File: src/rtl/actor_responder_pkg.sv
// Types shared by the launch trigger and the actor responder: the outcome codes
// reported on ap_return and the responder FSM state encoding.
package actor_responder_pkg;

    localparam logic [31:0] EXECUTED    = 32'd1;
    localparam logic [31:0] WAIT_INPUT  = 32'd2;
    localparam logic [31:0] WAIT_OUTPUT = 32'd3;

    typedef enum logic [1:0] {
        IDLE = 2'd0,
        EVAL = 2'd1,
        FIRE = 2'd2,
        DONE = 2'd3
    } responder_state_t;

    // Outcome of an invocation that left FIRE because a move was blocked.
    // An empty input outranks a full output when both block.
    function automatic logic [31:0] blocked_code(input logic moved_any,
                                                 input logic in_not_empty);
        if (moved_any)
            return EXECUTED;
        else if (!in_not_empty)
            return WAIT_INPUT;
        else
            return WAIT_OUTPUT;
    endfunction

endpackage

File: src/rtl/actor_responder_stats.sv
// Saturating token / invocation counters for the actor responder.
// Only instantiated when ACTOR_RESPONDER_STATS_EN is defined.
module actor_responder_stats (
    input  logic        ap_clk,
    input  logic        ap_rst,
    input  logic        token_moved,
    input  logic        invocation_done,
    output logic [31:0] stat_tokens,
    output logic [31:0] stat_invocations
);

    always_ff @(posedge ap_clk) begin
        if (ap_rst) begin
            stat_tokens      <= '0;
            stat_invocations <= '0;
        end else begin
            if (token_moved && (stat_tokens != 32'hFFFF_FFFF))
                stat_tokens <= stat_tokens + 32'd1;
            if (invocation_done && (stat_invocations != 32'hFFFF_FFFF))
                stat_invocations <= stat_invocations + 32'd1;
        end
    end

endmodule

File: src/rtl/actor_responder.sv
// Actor side of the trigger launch handshake: moves up to MAX_FIRINGS tokens per
// ap_start and reports the outcome. Optional stats ports: ACTOR_RESPONDER_STATS_EN.
//
// Handshake: ap_start is sampled only in IDLE; ap_done and ap_ready pulse together for
// one cycle in DONE. A token moves in any FIRE cycle where in_empty_n & out_full_n,
// with in_read and out_write asserted together in that same cycle.
module actor_responder
    import actor_responder_pkg::*;
#(
    parameter int                    DATA_WIDTH  = 32,
    parameter int                    MAX_FIRINGS = 16,
    parameter logic [DATA_WIDTH-1:0] OFFSET      = '0
) (
    input  logic                  ap_clk,
    input  logic                  ap_rst,
    input  logic                  ap_start,
    output logic                  ap_done,
    output logic                  ap_ready,
    output logic                  ap_idle,
    output logic [31:0]           ap_return,
    output logic                  launch_predicate,
    input  logic [DATA_WIDTH-1:0] in_dout,
    input  logic                  in_empty_n,
    output logic                  in_read,
    output logic [DATA_WIDTH-1:0] out_din,
    input  logic                  out_full_n,
    output logic                  out_write,
    output logic [1:0]            debug_state
`ifdef ACTOR_RESPONDER_STATS_EN
   ,output logic [31:0]           stat_tokens,
    output logic [31:0]           stat_invocations
`endif
);

    localparam int CNT_W = $clog2(MAX_FIRINGS + 1);
    localparam logic [CNT_W-1:0] LAST_CNT = CNT_W'(MAX_FIRINGS - 1);

    responder_state_t state_q, state_d;
    logic [CNT_W-1:0] cnt_q, cnt_d;
    logic [31:0]      ret_q, ret_d;
    logic             move;

    always_ff @(posedge ap_clk) begin
        if (ap_rst) begin
            state_q <= IDLE;
            cnt_q   <= '0;
            ret_q   <= '0;
        end else begin
            state_q <= state_d;
            cnt_q   <= cnt_d;
            ret_q   <= ret_d;
        end
    end

    always_comb begin
        state_d = state_q;
        cnt_d   = cnt_q;
        ret_d   = ret_q;
        move    = 1'b0;
        case (state_q)
            IDLE: begin
                if (ap_start) begin
                    state_d = EVAL;
                    cnt_d   = '0;
                end
            end
            EVAL: state_d = FIRE;
            FIRE: begin
                move = in_empty_n & out_full_n;
                if (move) begin
                    // The counter stops at MAX_FIRINGS, so it can never wrap.
                    cnt_d = cnt_q + 1'b1;
                    if (cnt_q == LAST_CNT) begin
                        state_d = DONE;
                        ret_d   = EXECUTED;
                    end
                end else begin
                    state_d = DONE;
                    ret_d   = blocked_code(cnt_q != '0, in_empty_n);
                end
            end
            DONE:    state_d = IDLE;
            default: state_d = IDLE;
        endcase
    end

    // Outputs are forced to their reset values while ap_rst is high so a reset
    // landing mid-FIRE never pops or pushes a token.
    assign in_read          = move & ~ap_rst;
    assign out_write        = move & ~ap_rst;
    assign out_din          = in_dout + OFFSET;
    assign ap_done          = (state_q == DONE) & ~ap_rst;
    assign ap_ready         = ap_done;
    assign ap_idle          = (state_q == IDLE) | ap_rst;
    assign ap_return        = ap_rst ? 32'd0 : ret_q;
    assign launch_predicate = in_empty_n & out_full_n;
    assign debug_state      = state_q;

`ifdef ACTOR_RESPONDER_STATS_EN
    actor_responder_stats u_stats (
        .ap_clk           (ap_clk),
        .ap_rst           (ap_rst),
        .token_moved      (out_write),
        .invocation_done  (ap_done),
        .stat_tokens      (stat_tokens),
        .stat_invocations (stat_invocations)
    );
`else
    // Statistics counters are not built in this configuration.
`endif

endmodule

File: config.mk
export PLATFORM = sky130hd
export DESIGN_NAME = actor_responder
export DESIGN_NICKNAME = d
export VERILOG_FILES = /design/src/rtl/actor_responder_pkg.sv /design/src/rtl/actor_responder_stats.sv /design/src/rtl/actor_responder.sv
export SDC_FILE = /design/constraint.sdc
export NUM_CORES = 1
export LEC_CHECK = 0
export BUFFER_PORTS_ARGS = -buffer_cell sky130_fd_sc_hd__buf_2
export CAP_MARGIN = 20
export CELL_PAD_IN_SITES_DETAIL_PLACEMENT = 0
export CELL_PAD_IN_SITES_GLOBAL_PLACEMENT = 1
export CORE_UTILIZATION = 25
export CTS_BUF_LIST = sky130_fd_sc_hd__clkbuf_8
export DETAILED_ROUTE_END_ITERATION = 10
export HOLD_SLACK_MARGIN = 0.08
export PLACE_DENSITY_LB_ADDON = 0.2
export RECOVER_POWER = 25
export SETUP_SLACK_MARGIN = 0.4
export SYNTH_ARGS = -nofsm -noshare
export SYNTH_HDL_FRONTEND = slang
export SYNTH_SLANG_ARGS = --single-unit
File: constraint.sdc
create_clock -name ap_clk -period 3.6 [get_ports ap_clk]
set_clock_uncertainty 0.1 [all_clocks]
set_input_delay 0.18 -clock ap_clk [delete_from_list [all_inputs] [get_ports ap_clk]]
set_output_delay 0.18 -clock ap_clk [all_outputs]
set_load 0.005 [all_outputs]
==> impl_summary.md <==
Cells and area
After the last flow step, the layout net total stands at 162. The synthesis-to-finish area growth is -18.9%. The final antenna diode count is 0. The sequential cell area in the final layout is 180 um^2.

The count of fill cells added during filler insertion is 483. In the final layout, the multi-input gates occupy 495 um^2. The share of final-layout standard cells stronger than drive strength 1 is 0.188. The final design area excluding fillers is 880 um^2.

Synthesis
The flip-flop and latch count after synthesis is 9. Sorting the synthesized cells by area gives the leading types as sky130_fd_sc_hd__buf_4, sky130_fd_sc_hd__dfxtp_1, sky130_fd_sc_hd__ha_1, sky130_fd_sc_hd__inv_1, sky130_fd_sc_hd__nand2b_1. The summed instance area of the synthesized netlist is 0.00108 mm^2. Of the post-synthesis cell area, the dominant cell type holds 0.450. The share of the Yosys chip area taken by registers is 0.166.

For this run, the number of Yosys warnings is 0. The synthesized netlist contains 33 unique library cells. After technology mapping, the gate count stands at 136. The top cell type by total area after synthesis is sky130_fd_sc_hd__buf_4.

The mean cell area of the mapped netlist is 7.98 um^2.

STA
Setup repair after global routing left no endpoint under its margin. The worst path meets setup with 1.75 ns of slack. The worst hold slack is 0.204 ns. The count of final setup violators is 0. After layout, the minimum clock period comes to 1.85 ns. Dividing the final minimum period by the clock period gives 0.514.

The number of endpoints with negative hold slack in the final report came to 0. For the final routed database, the setup TNS stands at 0 ns. The highest clock rate is 0.541 GHz. The count of final max-slew check failures was 0.

Routing
After detailed routing, the average wire length per cell comes to 10.5 um. The total vias in the final route is 644. The average via count per standard cell is 3.86. The pre-antenna-repair detailed-routing pass consisted of 4 iterations.

The final layout contains routed wiring with a total length of 1750 um. The detailed-route DRC error count is 0. The number of nets with antenna violations after routing is 0. After the first detailed-routing iteration, the DRC count stood at 23.

Worst setup path
In this run the worst path has a maximum fanout of 11. Data on the critical path arrives at its endpoint at 1.57 ns. The critical path goes through inv_1 > ha_1 > and4b_1 > buf_2. The critical path contains buffers and inverters numbering 2 combined. The setup path with the least slack is of type reg2out. The cell count along the critical path is 4.

The data required time of the critical path is 3.32 ns. Among all stages on the critical path, the largest delay is contributed by sky130_fd_sc_hd__ha_1. The cell class contributing the biggest share of worst-path delay is adder cells. The worst reg-to-reg path cell count is 5. The worst setup path is captured at an output pin.

The longest individual stage delay on the worst path is 0.42 ns. The worst setup path is launched from a flop.

Global routing
The number of global-route vias before repair is 548. Across every metal layer, demand over resource in global routing totals 0.0813. The initial antenna violation count is 0.

The pin count of the biggest net entering global routing is 15. The remaining global-route overflow is 0. The first global-routing pass estimated 2700 um of wire.

Die
The die outline width is 67.9 um. The area of the core region is 0.00409 mm^2. The area enclosed by the die boundary is 0.00461 mm^2. The initial core utilization is 0.265. The count of boundary I/O pins is 109.

Row generation in the floorplan step produced 23 rows. The die height is 67.9 um.

Placement
The wire-length estimate of the detail-placed layout is 1370 um. The placement-stage worst setup slack is 1.84 ns. In this run the cell area measured after placement is 835 um^2.

The routability congestion estimate is 0.748. The quantity of I/O buffers inserted on ports is 14.

Clock network
TritonCTS built the clock tree. At the later pin of the worst-skew pair, clock insertion delay measures 0.23 ns. The level count of the clock H-tree is 1.

Clock-pin slew was measured on the worst setup and hold paths at 0.05 ns. The number of buffers inserted to repair setup after CTS is 0. The post-cts resize count is 0. The count of hold-fix buffers inserted at cts is 0. Clock tree synthesis found a total of 9 sinks. The longest clock path from root to sink contains 2 buffers. TritonCTS created 3 clock buffers. Clock tree synthesis selected as its root buffer the cell sky130_fd_sc_hd__clkbuf_8.

Pwr
The power per cell area is 483 mW/mm^2. The leakage power is 0.424 nW. The total chip power is 0.424 mW.

Across the VDD grid, the largest voltage drop is 151 uV.

Outcome
The run finished with clean final reports.

Run
The tool flagged a number of max-cap violations equal to 0.

Hold path
Counting instances, the worst hold path has a depth of 2. The min-delay analysis places its worst path in the category in2reg.
## path summary, 6_finish.rpt
path / from / to / slack (ns)
worst max-delay path: debug_state[0] / in_read / 1.75
worst min-delay path: ap_rst / cnt_q[1] / 0.20
worst max register to register: debug_state[0] / debug_state[1] / 1.84
worst min register to register: cnt_q[4] / cnt_q[4] / 0.41
## placed cells by master (no fill, tap or decap), drive strengths merged, types with 3 or more instances in the layout
cell type	synthesis	final
and3	3	3
inv	7	8
clkbuf	1	3
a21oi	4	4
nand2	4	4
ha	7	7
buf	65	14
conb	1	30
nand3	3	3
nor2b	3	3
nand2b	4	4
dfxtp	9	9
## cell usage after synthesis
cell	n
sky130_fd_sc_hd__buf_4	65
sky130_fd_sc_hd__dfxtp_1	9
sky130_fd_sc_hd__ha_1	7
sky130_fd_sc_hd__inv_1	7
sky130_fd_sc_hd__a21oi_1	4
sky130_fd_sc_hd__nand2b_1	4
sky130_fd_sc_hd__nand2_1	3
sky130_fd_sc_hd__nand3_1	3
sky130_fd_sc_hd__nor2b_1	3
sky130_fd_sc_hd__a31oi_1	2
sky130_fd_sc_hd__and3_2	2
sky130_fd_sc_hd__mux2i_1	2
sky130_fd_sc_hd__nand3b_1	2
sky130_fd_sc_hd__nand4_1	2
sky130_fd_sc_hd__nor3_1	2
sky130_fd_sc_hd__or3_1	2
sky130_fd_sc_hd__a21bo_2	1
sky130_fd_sc_hd__a21boi_0	1
sky130_fd_sc_hd__a21boi_1	1
sky130_fd_sc_hd__and2_1	1
sky130_fd_sc_hd__and3_1	1
sky130_fd_sc_hd__and4b_1	1
sky130_fd_sc_hd__clkbuf_1	1
sky130_fd_sc_hd__conb_1	1
sky130_fd_sc_hd__nand2_2	1
sky130_fd_sc_hd__nand4b_1	1
sky130_fd_sc_hd__nor2_1	1
sky130_fd_sc_hd__o21a_1	1
sky130_fd_sc_hd__o21ai_0	1
sky130_fd_sc_hd__o21bai_1	1
sky130_fd_sc_hd__o221ai_1	1
sky130_fd_sc_hd__o22ai_1	1
sky130_fd_sc_hd__or2_2	1
## worst reg2reg max path, stage by stage (launching register included)
cell and delay (ns):
sky130_fd_sc_hd__dfxtp_1 0.37, sky130_fd_sc_hd__inv_1 0.10, sky130_fd_sc_hd__ha_1 0.35, sky130_fd_sc_hd__and3_1 0.29, sky130_fd_sc_hd__a21boi_1 0.27, sky130_fd_sc_hd__mux2i_1 0.22
## logic make-up after synthesis
family                   Yosys count  share of synthesized area
buffers and inverters             73                      0.478
AND/OR/NAND/NOR                   30                      0.168
AO/OA/AOI/OAI                     14                     0.0854
flip-flops                         9                      0.166
adder cells (fa/ha/maj)            7                     0.0807
multiplexers                       2                     0.0185
other                              1                    0.00346
## cell type report
class,count,share of cell area
Tap cell,50,0.0711
Sequential cell,9,0.205
Multi-Input combinational cell,83,0.563
Clock inverter,1,0.00427
Inverter,7,0.0299
Clock buffer,3,0.0469
Timing Repair Buffer,14,0.0797
## layer usage
metal  GRT usage  wire (um)
met3      0.0500        174
met2       0.118        763
met4      0.0260         27
met5           0          0
met1      0.0983        782
## stage by stage
step           utilization  instances
2_1_floorplan            -        165
3_3_place_gp         0.204        163
3_5_place_dp         0.204        163
4_1_cts              0.215        167
5_1_grt              0.215        167
6_report             0.215        167
## state kept, by name (all words and copies together) (netlist names)
signal	flops
ret_q	2
cnt_q	5
debug_state	2
## where the power goes
part,internal [mW],switching (mW)
sequential,0.118,0.0153
clock,0.0745,0.0425
combinational,0.0732,0.101
Power figures use the tool's default switching activity.
